===== src/rtl/alu_sel_pkg.sv =====
// Select codes, default widths and writeback FSM state type shared by the
// writeback stage and the ALU source muxes.
package alu_sel_pkg;

   localparam int DATA_W = 18;
   localparam int SEL_W  = 4;
   localparam int N_REGS = 8;

   localparam logic [3:0] SEL_NONE     = 4'b0000;
   localparam logic [3:0] SEL_RCOL     = 4'b0011;
   localparam logic [3:0] SEL_RROW     = 4'b0100;
   localparam logic [3:0] SEL_RI       = 4'b0101;
   localparam logic [3:0] SEL_RJ       = 4'b0110;
   localparam logic [3:0] SEL_RTOTAL   = 4'b0111;
   localparam logic [3:0] SEL_RADDRESS = 4'b1000;
   localparam logic [3:0] SEL_RBND     = 4'b1001;
   localparam logic [3:0] SEL_RCOLTEMP = 4'b1010;

   // Bank slot of each register; slot = select code - SEL_RCOL.
   localparam logic [2:0] IDX_RCOL     = 3'd0;
   localparam logic [2:0] IDX_RROW     = 3'd1;
   localparam logic [2:0] IDX_RI       = 3'd2;
   localparam logic [2:0] IDX_RJ       = 3'd3;
   localparam logic [2:0] IDX_RTOTAL   = 3'd4;
   localparam logic [2:0] IDX_RADDRESS = 3'd5;
   localparam logic [2:0] IDX_RBND     = 3'd6;
   localparam logic [2:0] IDX_RCOLTEMP = 3'd7;

   typedef enum logic [0:0] {
      ST_EMPTY   = 1'b0,
      ST_PENDING = 1'b1
   } wb_state_e;

endpackage


===== src/rtl/wb_reg_bank.sv =====
// Eight-entry bank register file with one decoded write port and one
// increment port; a write to the same slot takes priority over the increment.
module wb_reg_bank #(
   parameter int DATA_W = alu_sel_pkg::DATA_W
) (
   input  logic                   clk,
   input  logic                   rst_n,
   input  logic                   wr_en,
   input  logic [2:0]             wr_idx,
   input  logic [DATA_W-1:0]      wr_data,
   input  logic                   inc_en,
   input  logic [2:0]             inc_idx,
   output logic [7:0][DATA_W-1:0] regs
);

   // Per-slot update: write wins, otherwise increment (wrapping), otherwise hold.
   always_ff @(posedge clk or negedge rst_n) begin
      if (!rst_n) begin
         regs <= '0;
      end else begin
         for (int i = 0; i < 8; i++) begin
            if (wr_en && (wr_idx == 3'(i))) begin
               regs[i] <= wr_data;
            end else if (inc_en && (inc_idx == 3'(i))) begin
               regs[i] <= regs[i] + DATA_W'(1);
            end else begin
               regs[i] <= regs[i];
            end
         end
      end
   end

endmodule


===== src/rtl/alu_writeback.sv =====
// ALU writeback stage: one-entry pending slot, commit FSM, sticky illegal
// destination flag and increment-drop pulse. Optional macro ALU_WB_BYPASS_EN
// forwards the pending data onto dout_* before it is committed.
module alu_writeback #(
   parameter int DATA_W = alu_sel_pkg::DATA_W,
   parameter int SEL_W  = alu_sel_pkg::SEL_W
) (
   input  logic              clk,
   input  logic              rst_n,
   input  logic              wb_valid,
   output logic              wb_ready,
   input  logic [SEL_W-1:0]  wb_select,
   input  logic [DATA_W-1:0] wb_data,
   input  logic              hold,
   input  logic [SEL_W-1:0]  inc_select,
   output logic [DATA_W-1:0] dout_rcol,
   output logic [DATA_W-1:0] dout_rrow,
   output logic [DATA_W-1:0] dout_ri,
   output logic [DATA_W-1:0] dout_rj,
   output logic [DATA_W-1:0] dout_rtotal,
   output logic [DATA_W-1:0] dout_address,
   output logic [DATA_W-1:0] dout_rbnd,
   output logic [DATA_W-1:0] dout_rcoltemp,
   output logic              wb_busy,
   output logic              wb_err,
   output logic              inc_drop
);

   import alu_sel_pkg::*;

   function automatic logic sel_legal(input logic [SEL_W-1:0] sel);
      return (sel >= SEL_W'(SEL_RCOL)) && (sel <= SEL_W'(SEL_RCOLTEMP));
   endfunction

   function automatic logic [2:0] sel_idx(input logic [SEL_W-1:0] sel);
      logic [SEL_W-1:0] diff;
      diff = sel - SEL_W'(SEL_RCOL);
      return diff[2:0];
   endfunction

   wb_state_e                state_r;
   logic [SEL_W-1:0]         pend_sel_r;
   logic [DATA_W-1:0]        pend_data_r;
   logic                     wb_err_r;
   logic                     inc_drop_r;

   logic                     commit_s;
   logic                     pend_legal_s;
   logic [2:0]               pend_idx_s;
   logic                     inc_legal_s;
   logic [2:0]               inc_idx_s;
   logic                     wr_en_s;
   logic                     collide_s;
   logic [7:0][DATA_W-1:0]   regs_s;
   logic [7:0][DATA_W-1:0]   dout_s;

   assign wb_ready     = (state_r == ST_EMPTY) || !hold;
   assign commit_s     = (state_r == ST_PENDING) && !hold;
   assign pend_legal_s = sel_legal(pend_sel_r);
   assign pend_idx_s   = sel_idx(pend_sel_r);
   assign inc_legal_s  = sel_legal(inc_select);
   assign inc_idx_s    = sel_idx(inc_select);
   assign wr_en_s      = commit_s && pend_legal_s;
   assign collide_s    = wr_en_s && inc_legal_s && (inc_idx_s == pend_idx_s);

   wb_reg_bank #(
      .DATA_W (DATA_W)
   ) u_bank (
      .clk     (clk),
      .rst_n   (rst_n),
      .wr_en   (wr_en_s),
      .wr_idx  (pend_idx_s),
      .wr_data (pend_data_r),
      .inc_en  (inc_legal_s),
      .inc_idx (inc_idx_s),
      .regs    (regs_s)
   );

   // Writeback FSM, pending slot capture and registered status flags.
   always_ff @(posedge clk or negedge rst_n) begin
      if (!rst_n) begin
         state_r     <= ST_EMPTY;
         pend_sel_r  <= '0;
         pend_data_r <= '0;
         wb_err_r    <= 1'b0;
         inc_drop_r  <= 1'b0;
      end else begin
         inc_drop_r <= collide_s;
         if (commit_s && !pend_legal_s) begin
            wb_err_r <= 1'b1;
         end else begin
            wb_err_r <= wb_err_r;
         end
         case (state_r)
            ST_EMPTY: begin
               if (wb_valid) begin
                  pend_sel_r  <= wb_select;
                  pend_data_r <= wb_data;
                  state_r     <= ST_PENDING;
               end else begin
                  state_r     <= ST_EMPTY;
               end
            end
            ST_PENDING: begin
               if (!hold) begin
                  if (wb_valid) begin
                     pend_sel_r  <= wb_select;
                     pend_data_r <= wb_data;
                     state_r     <= ST_PENDING;
                  end else begin
                     state_r     <= ST_EMPTY;
                  end
               end else begin
                  state_r <= ST_PENDING;
               end
            end
            default: begin
               state_r <= ST_EMPTY;
            end
         endcase
      end
   end

`ifdef ALU_WB_BYPASS_EN
   // Forward the uncommitted value to its destination register's output.
   always_comb begin
      dout_s = regs_s;
      if ((state_r == ST_PENDING) && pend_legal_s) begin
         dout_s[pend_idx_s] = pend_data_r;
      end else begin
         dout_s = regs_s;
      end
   end
`else
   assign dout_s = regs_s;
`endif

   assign dout_rcol     = dout_s[IDX_RCOL];
   assign dout_rrow     = dout_s[IDX_RROW];
   assign dout_ri       = dout_s[IDX_RI];
   assign dout_rj       = dout_s[IDX_RJ];
   assign dout_rtotal   = dout_s[IDX_RTOTAL];
   assign dout_address  = dout_s[IDX_RADDRESS];
   assign dout_rbnd     = dout_s[IDX_RBND];
   assign dout_rcoltemp = dout_s[IDX_RCOLTEMP];

   assign wb_busy  = (state_r == ST_PENDING);
   assign wb_err   = wb_err_r;
   assign inc_drop = inc_drop_r;

endmodule


===== config.mk =====
export PLATFORM = sky130hd
export DESIGN_NAME = alu_writeback
export DESIGN_NICKNAME = d
export VERILOG_FILES = /design/src/rtl/alu_sel_pkg.sv /design/src/rtl/wb_reg_bank.sv /design/src/rtl/alu_writeback.sv
export SDC_FILE = /design/constraint.sdc
export NUM_CORES = 1
export LEC_CHECK = 0
export ABC_AREA = 0
export CORE_ASPECT_RATIO = 0.5
export CORE_MARGIN = 1.5
export CORE_UTILIZATION = 40
export CTS_CLUSTER_SIZE = 28
export DETAILED_ROUTE_END_ITERATION = 8
export PLACE_DENSITY = 0.66
export SLEW_MARGIN = 20
export SYNTH_ARGS = -nofsm -noshare
export SYNTH_HDL_FRONTEND = slang
export SYNTH_SLANG_ARGS = --single-unit

===== constraint.sdc =====
create_clock -name clk -period 2.15 [get_ports clk]
set_clock_uncertainty 0.2 [all_clocks]
set_input_delay 0.215 -clock clk [delete_from_list [all_inputs] [get_ports clk]]
set_output_delay 0.215 -clock clk [all_outputs]
set_load 0.02 [all_outputs]

==> results of run 1 <==
==> state kept, by name, indices dropped and copies added, names as in the netlist <==
signal       cells
u_bank.regs    144
pend_data_r     18
pend_sel_r       4
inc_drop         1
wb_busy          1
wb_err           1
==> final cells by class <==
class                   instances  share of cell area (%)
inverters                      18                   0.518
flip-flops and latches        169                    32.5
clock inverters                14                    1.06
multi-input cells             768                    38.0
well taps                     307                    2.94
clock buffers                  18                    3.37
repair buffers                293                    21.6
==> per-stage QoR <==
stage / util (%) / instance area (um2)
floorplan: - / 9370
global placement: 53.5 / 12200
detailed placement: 53.5 / 12200
CTS: 56.3 / 12900
global route: 57.0 / 13000
finish: 57.0 / 13000
==> critical path, delay by kind of cell (launching register included) <==
family,cells,cell delay (ps)
buffers and inverters,4,560
adder cells (fa/ha/maj),1,240
AO/OA/AOI/OAI,1,70
flip-flops,1,440
multiplexers,1,330
AND/OR/NAND/NOR,1,150
==> logic make-up after synthesis <==
| family | after synthesis |
|---|---|
| AOI/OAI and AO/OA | 153 |
| xor gates and xnor gates | 138 |
| adders and majority gates | 18 |
| buffers and inverters | 78 |
| DFF | 169 |
| muxes | 41 |
| and+or+nand+nor | 418 |
==> power groups by stage <==
stage | Clock [W] | Combinational, W | Sequential [W]
after CTS | 0.00312 | 0.00709 | 0.00627
after floorplan | 0 | 0.00201 | 0.00729
after detailed placement | 0 | 0.00704 | 0.00630
final | 0.00308 | 0.00709 | 0.00631
after global routing | 0.00325 | 0.00753 | 0.00650
after global placement | 0 | 0.00691 | 0.00627
==> worst max path at each step <==
stage,depth (start not counted),endpoint,slack [ps]
finish,8,u_bank.regs[17],60
global route,10,u_bank.regs[54],-20
CTS,8,u_bank.regs[142],9
detailed placement,8,u_bank.regs[125],-690
global placement,8,u_bank.regs[48],-570
floorplan,7,u_bank.regs[140],7
==> what timing repair did <==
item	4_1_cts	5_1_grt
gates resized for setup	13	20
buffers inserted	0	5
setup endpoints to repair	91	71
hold buffers	1	0
gates cloned	0	2
pin swaps	1	3
endpoints found under the hold margin	98	0
==> placed cells by master (no fill, tap or decap), drive strengths merged, types with 21 or more instances in the layout <==
| master | count |
|---|---|
| clkdlybuf4s50 | 174 |
| xor2 | 57 |
| nor2 | 35 |
| o21ai | 131 |
| nor3 | 26 |
| nand2 | 170 |
| xnor2 | 81 |
| buf | 114 |
| nand4 | 37 |
| dfrtp | 169 |
| and3 | 21 |
| inv | 23 |
| mux2 | 33 |
| nand3 | 52 |
==> routing by layer <==
layer	up-vias	global-route usage (%)	share of wire, %
li1	4024	-	-
met4	0	7.49	2.4
met3	38	4.64	5.4
met5	-	0	0
met1	4209	34.3	45
met2	221	40.3	47
==> results.md, run 1 <==
STA:
- The worst path uses 97.3% of the clock period.
- The setup TNS after final layout is 0 ps.
- Headroom to the max-slew limit came out at ~45%.
- The worst hold slack across all endpoints is 116 ps.
- Based on the critical path, the design can be clocked at up to 478 MHz.
- Setup violations remaining at the end of the flow were counted as 0.
- The final critical-path setup slack is 57.3 ps.
- The smallest clock period supported by the final layout is computed as 2090 ps.
- The number of max-slew violations in the final report is 0.
- The final count of hold timing violations was 0.
- At the pin with the least slew margin, the transition time is 825 ps.

Route:
- In the routed design, unresolved DRC markers number 0.
- The initial detailed-routing violation count is 520.
- The first detailed-routing pass took 5 iterations.
- The count of nets left with antenna violations once routing finished came out at 0.
- The sum of routed wire length over all layers is 30.3 mm.
- The detailed-route vias per instance is 5.35.
- Across all layers, the routed design uses 8,492 vias.
- After detailed routing, the average wire length per cell comes to 19.1 um.

Yosys:
- Sorting the synthesized cells by area gives the leading types as sky130_fd_sc_hd__dfrtp_1, sky130_fd_sc_hd__xnor2_1, sky130_fd_sc_hd__nand2_1.
- The net count after synthesis is 1,063.
- The library cell occupying the most area in the post-synthesis netlist is sky130_fd_sc_hd__dfrtp_1.
- Counting flops and latches in the post-synthesis netlist gives 169.
- Yosys printed 0 warnings.
- The simple-gate area share of the yosys netlist is 22.7%.
- The share of the Yosys chip area taken by registers is between 40% and 50%.
- By count the netlist is led by sky130_fd_sc_hd__nand2_1, sky130_fd_sc_hd__dfrtp_1, sky130_fd_sc_hd__o21ai_0.
- In this run the cell area of the synthesized design comes to 9370 um2.
- The most common cell in the synthesized netlist is sky130_fd_sc_hd__nand2_1.
- The largest family of logic cells by synthesized area is simple AND/OR/NAND/NOR gates.
- The mean instance size in the synthesized netlist is slightly above 9 um2.
- Counting distinct cell types in the post-synthesis netlist gives between 50 and 60.
- The fraction of the mapped netlist area in compound gates is 8.81%.
- The most used flip-flop cell after synthesis is sky130_fd_sc_hd__dfrtp_1.
- The fraction of registers with async set or reset after synthesis is 100%.
- The fraction of the mapped netlist area in adder cells is 2.40%.
- The synthesized netlist devotes 12.9% of its cell area to XOR and XNOR gates.
- The number of instances in the synthesized netlist is 1,015.
- The top-area cell type share of the netlist area is 45.1%.
- The mux cell area share after synthesis is 4.82%.
- The number of flops mapped to enable cells by yosys is 0.

Worst setup path:
- STA puts the critical path data arrival time at 2220 ps.
- Measured in cells, the most critical reg-to-reg path has a length of 8.
- The largest driver fanout on the critical path is 11.
- The setup path with the least slack is of type register to register.
- At the worst endpoint, the required time is between 2000 and 2500 ps.
- By instance count, the cell type seen most on the critical path is sky130_fd_sc_hd__buf_4.
- The worst reg-to-reg setup slack is between 50 and 60 ps.
- The origin of the critical flop-to-flop path is pend_sel_r[1].
- Walking the worst path, the cells encountered are ha_1, buf_4, inv_1, a22oi_1, buf_4, nor2_4, buf_12, mux2_2.
- The element type at the critical path end is a register.
- The delay of the slowest cell on the worst path is approximately 440 ps.
- The launch point of the critical path is pend_sel_r[1].
- The endpoint of the lowest-slack register-to-register path is u_bank.regs[17].
- The critical-path cell with the highest stage delay is sky130_fd_sc_hd__dfrtp_2.
- The startpoint class of the critical path is a register.

Job:
- The tool flagged a number of max-cap violations equal to 0.

Power:
- The combinational group share of total power is 43.0%.
- In this run the static leakage power is 5.06 nW.
- The design draws 0.0165 W.
- The clock share of power is 18.7%.
- The power density over cell area is roughly 1300 nW/um2.
- The switching power as a share of total power is slightly above 40%.
- The worst ir drop on vdd is 0.603 mV.
- The share of power burned in registers is 38.3%.
- The internal power of the cells is around 0.0097 W.
- In this run the power spent charging and discharging nets is 0.00675 W.

Cells and area:
- The total number of nets in the final design is 1,315.
- Summing all flip-flop and latch instances after layout gives 4230 um2.
- Leaving out filler cells and counting taps, the final layout contains about 1,600.
- Of the cells placed in the final design, the portion with a size suffix greater than 1 is 16.9%.
- In the final layout, the multi-input gates occupy ~5000 um2.
- 0 antenna diodes ended up in the layout.
- The area growth from synthesis to layout is 39.2%.
- The final-layout fill cell count is just under 2,000.

Place:
- The minimum setup slack after placement is -689 ps.
- The instance count after placement with tap cells included is 1,547.
- Detailed placement ended at an HPWL of 21.0 mm.
- The routability congestion estimate from global placement is 0.895.
- In this run the tool buffered the top-level ports with about 180 buffer cells.

Clock tree:
- The clock insertion delay at the later pin of the skew report is 440 ps.
- The CTS tree is yes.
- The maximum clock path buffer count is 2.
- Clock-pin slew was measured on the worst setup and hold paths at 70 ps.
- Clock tree synthesis selected as its root buffer the cell sky130_fd_sc_hd__clkbuf_16.
- The H-tree depth reported by CTS is 4.
- The number of buffers inserted during clock tree synthesis is 17.
- The number of sinks on the clock net is between 150 and 200.

Global routing:
- The first-pass GRT wire length is 46.8 mm.
- The overall routing resource usage is between 20% and 30%.
- The number of global-route vias before repair is 8,363.
- Entering global routing, the biggest net connects 56 pins.
- Summed over all layers, the global routing overflow is 0.
- The number of antenna violations at the first check in global routing was 0.

Min path:
- The worst min-delay path category is input pin to asynchronous set/reset pin.

Floorplan:
- The area of the placeable core is 22,900 um2.
- The number of placement rows is 39.
- The floorplan step defined a die boundary enclosing 24,400 um2.
- The overall die width is 219 um.
- Once the floorplan was initialized, standard cells occupied ~40% of the core.
- In this run the count of I/O pins placed on the die edge is between 150 and 200.
- The y dimension of the die is 111 um.

Outcome:
- The flow ran to the end, and the final reports show no timing, DRC or antenna violations.
Power figures use the tool's default switching activity.
==> run 2, diff against run 1 <==
- CTS_BUF_LIST: not set -> sky130_fd_sc_hd__clkbuf_8
- PLACE_DENSITY: 0.66 -> 0.77
==> run 2 against run 1 <==
Compared with the run above: the flow now finishes with violations (setup timing); die area is the same; clock power shrank 30%; routed wire length rose by 0.35%; total power down 5.2%; largest power group unchanged.
==> results.md, run 2 (synthesis results as in run 1) <==
Outcome:
- The run finished, with violations left.
- The checks that failed: setup timing.

STA:
- The number of max-slew violations in the final report is 0.
- The worst-case headroom to the max-slew limit is 46.9%.
- Setup repair after global routing could not meet its margin everywhere.
- The maximum clock frequency is 459 MHz.
- The final count of hold timing violations was 0.
- For the pin with the worst max-slew slack, the measured transition is between 700 and 800 ps.
- Setup violations remaining at the end of the flow were counted as 1.
- The final critical-path setup slack is -26.9 ps.
- The final period demand of the worst path is between 2000 and 2500 ps.
- Final hold analysis gives a worst-case slack of between 20 and 30 ps.
- The worst path uses 101% of the clock period.

Cells and area:
- The most common library cell in the layout ignoring fill and taps is sky130_fd_sc_hd__clkdlybuf4s50_1.
- The antenna diode instance count is 0.
- The register bank with the most flops is u_bank.regs.
- The total number of nets in the final design is 1,298.
- The largest registers in the layout are u_bank.regs (144), pend_data_r (18), pend_sel_r (4).
- Cells with a size suffix above 1 make up 16.2% of the layout.
- The top cell types in the final layout, fill and taps aside, are sky130_fd_sc_hd__clkdlybuf4s50_1, sky130_fd_sc_hd__nand2_1, sky130_fd_sc_hd__dfrtp_1.
- The final-layout fill cell count is 1,912.
- Relative to the synthesized area, the layout overhead comes to 35.4%.
- The register with the most flip-flops in the layout has 144 of them.

Power:
- Overall power consumption after layout is estimated at 0.0156 W.
- The analysis attributes to net switching a power of a little under 0.007 W.
- Of the total power, combinational logic draws a little under half.
- Dividing total power by cell area gives a power density of 1230 nW/um2.
- For this design the static power due to leakage is 4.86 nW.
- The clock share of power is 13.8%.
- The switching power as a share of total power is 43.0%.
- The internal portion of the total power is 0.00890 W.
- The share of power burned in registers is 40.5%.
- The worst ir drop on vdd is 0.580 mV.

Global routing:
- The met3 track demand over resource in global routing is 5.40%.
- Entering global routing, the biggest net connects 53 pins.
- The overall routing resource usage is between 20% and 30%.
- The first global-routing pass estimated 47.4 mm of wire.
- The number of global-route vias before repair is around 8,500.
- The number of antenna violations at the first check in global routing came to 0.
- The global routing usage on met2 is 41.5%.
- The global routing stage identified its most utilized layer as met2.
- The total grt overflow is 0.
- The met1 layer usage reported by global route is 32.8%.

Job:
- The number of maximum-capacitance constraint violations is 0.

Worst setup path:
- The origin of the critical flop-to-flop path is pend_sel_r[0].
- The worst reg2reg path depth is 7.
- The endpoint identified for the worst register-to-register timing path is u_bank.regs[69].
- For the worst setup path, the data arrival time is roughly 2400 ps.
- The largest driver fanout on the critical path is 35.
- The worst setup path is of the register to register kind.
- The required arrival time at the worst endpoint is 2320 ps.
- The element type at the critical path end is a register.
- The worst reg-to-reg setup slack is -30 ps.
- The startpoint class of the critical path is a register.

Place:
- The final HPWL from detailed placement is 21.2 mm.
- The routability congestion estimate from global placement is 0.919.
- Port buffering added 177 buffers.

Route:
- The mean routed wirelength per cell is a little under 20 um.
- The sum of routed wire length over all layers is 30.5 mm.
- The initial detailed-routing violation count is 846.
- The number of nets still failing antenna checks after routing is 0.
- The first-pass iteration count of the detailed router is 5.
- The detailed-route vias per instance is 5.45.
- The total DRC errors in the routed layout is 0.
- Detailed routing inserted a total of 8,557 vias.

Clock tree:
- TritonCTS built the clock tree.
- The maximum clock path buffer count is 2.
- The later pin in the worst-skew pair is clocked with a latency of about 470 ps.
- The number of sinks on the clock net is 169.
- After clock tree synthesis, the clock-pin slew on the worst setup and hold paths is 100 ps.
- The master cell of the clock root buffer is sky130_fd_sc_hd__clkbuf_8.
- In this run, CTS created clock tree buffers numbering 17.
- The H-tree depth reported by CTS is 4.

Floorplan:
- The top-level port count is 178.
- Measured along the x axis, the die boundary spans ~220 um.
- The initial core utilization is 41.0%.
- In this run the vertical extent of the chip is 111 um.
- The die covers about 24,000 um2.
- The floorplan has 39 rows.
- In this run the standard cell core region covers about 23,000 um2.

Min path:
- The path class of the tightest hold or removal check is input pin to asynchronous set/reset pin.
run 2: how the worst max path moves through the flow:
stage / from / endpoint / cells past startpoint
finish: pend_sel_r[0] / u_bank.regs[69] / 7
global route: pend_sel_r[0] / u_bank.regs[69] / 7
CTS: inc_select[0] / u_bank.regs[87] / 8
detailed placement: inc_select[1] / u_bank.regs[136] / 7
global placement: inc_select[1] / u_bank.regs[136] / 7
floorplan: inc_select[0] / u_bank.regs[140] / 7
run 2: power by group through the flow:
stage | combinational [W] | clock, W | sequential (W)
4_1_cts | 0.00713 | 0.00218 | 0.00628
3_3_place_gp | 0.00690 | 0 | 0.00626
5_1_grt | 0.00756 | 0.00230 | 0.00652
2_1_floorplan | 0.00201 | 0 | 0.00729
3_5_place_dp | 0.00707 | 0 | 0.00632
6_report | 0.00713 | 0.00215 | 0.00633
run 2: final cells by class:
class	count	area, um2	share of cell area (%)
well taps	307	384	3.03
inverters	18	67.6	0.532
multi-input cells	768	4970	39.2
clock inverters	14	115	0.907
repair buffers	276	2680	21.1
clock buffers	18	248	1.95
flip-flops and latches	169	4230	33.3
run 2: routing by layer:
layer / share of wire (%) / vias up
met5: 0 / -
met1: 42 / 4243
met4: 2.8 / 0
li1: - / 3991
met2: 49 / 269
met3: 6.8 / 54
run 2: per-stage QoR:
stage | setup slack, ps | setup TNS, ps | instances | util [%] | instance area (um2)
2_1_floorplan | 6.98 | 0 | 1015 | - | 9370
4_1_cts | -25.4 | -50.4 | 1568 | 55.1 | 12600
5_1_grt | -62.7 | -143 | 1570 | 55.5 | 12700
3_3_place_gp | -523 | -54530 | 1535 | 53.2 | 12200
3_5_place_dp | -620 | -64990 | 1535 | 53.2 | 12200
6_report | -26.9 | -26.9 | 1570 | 55.5 | 12700
run 2: what timing repair did:
action	CTS	global route
hold buffers	1	0
resized for setup	17	20
setup buffers	0	2
pin swaps	2	3
endpoints found under the hold margin	169	0
setup endpoints to repair	70	96
run 2: critical path: stages, from the launching register on:
cell                      delay (ps)
sky130_fd_sc_hd__dfrtp_1         400
sky130_fd_sc_hd__buf_4           140
sky130_fd_sc_hd__ha_4            190
sky130_fd_sc_hd__nor2b_1         200
sky130_fd_sc_hd__a22oi_2         140
sky130_fd_sc_hd__nor2_2          240
sky130_fd_sc_hd__buf_12          210
sky130_fd_sc_hd__mux2_2          350
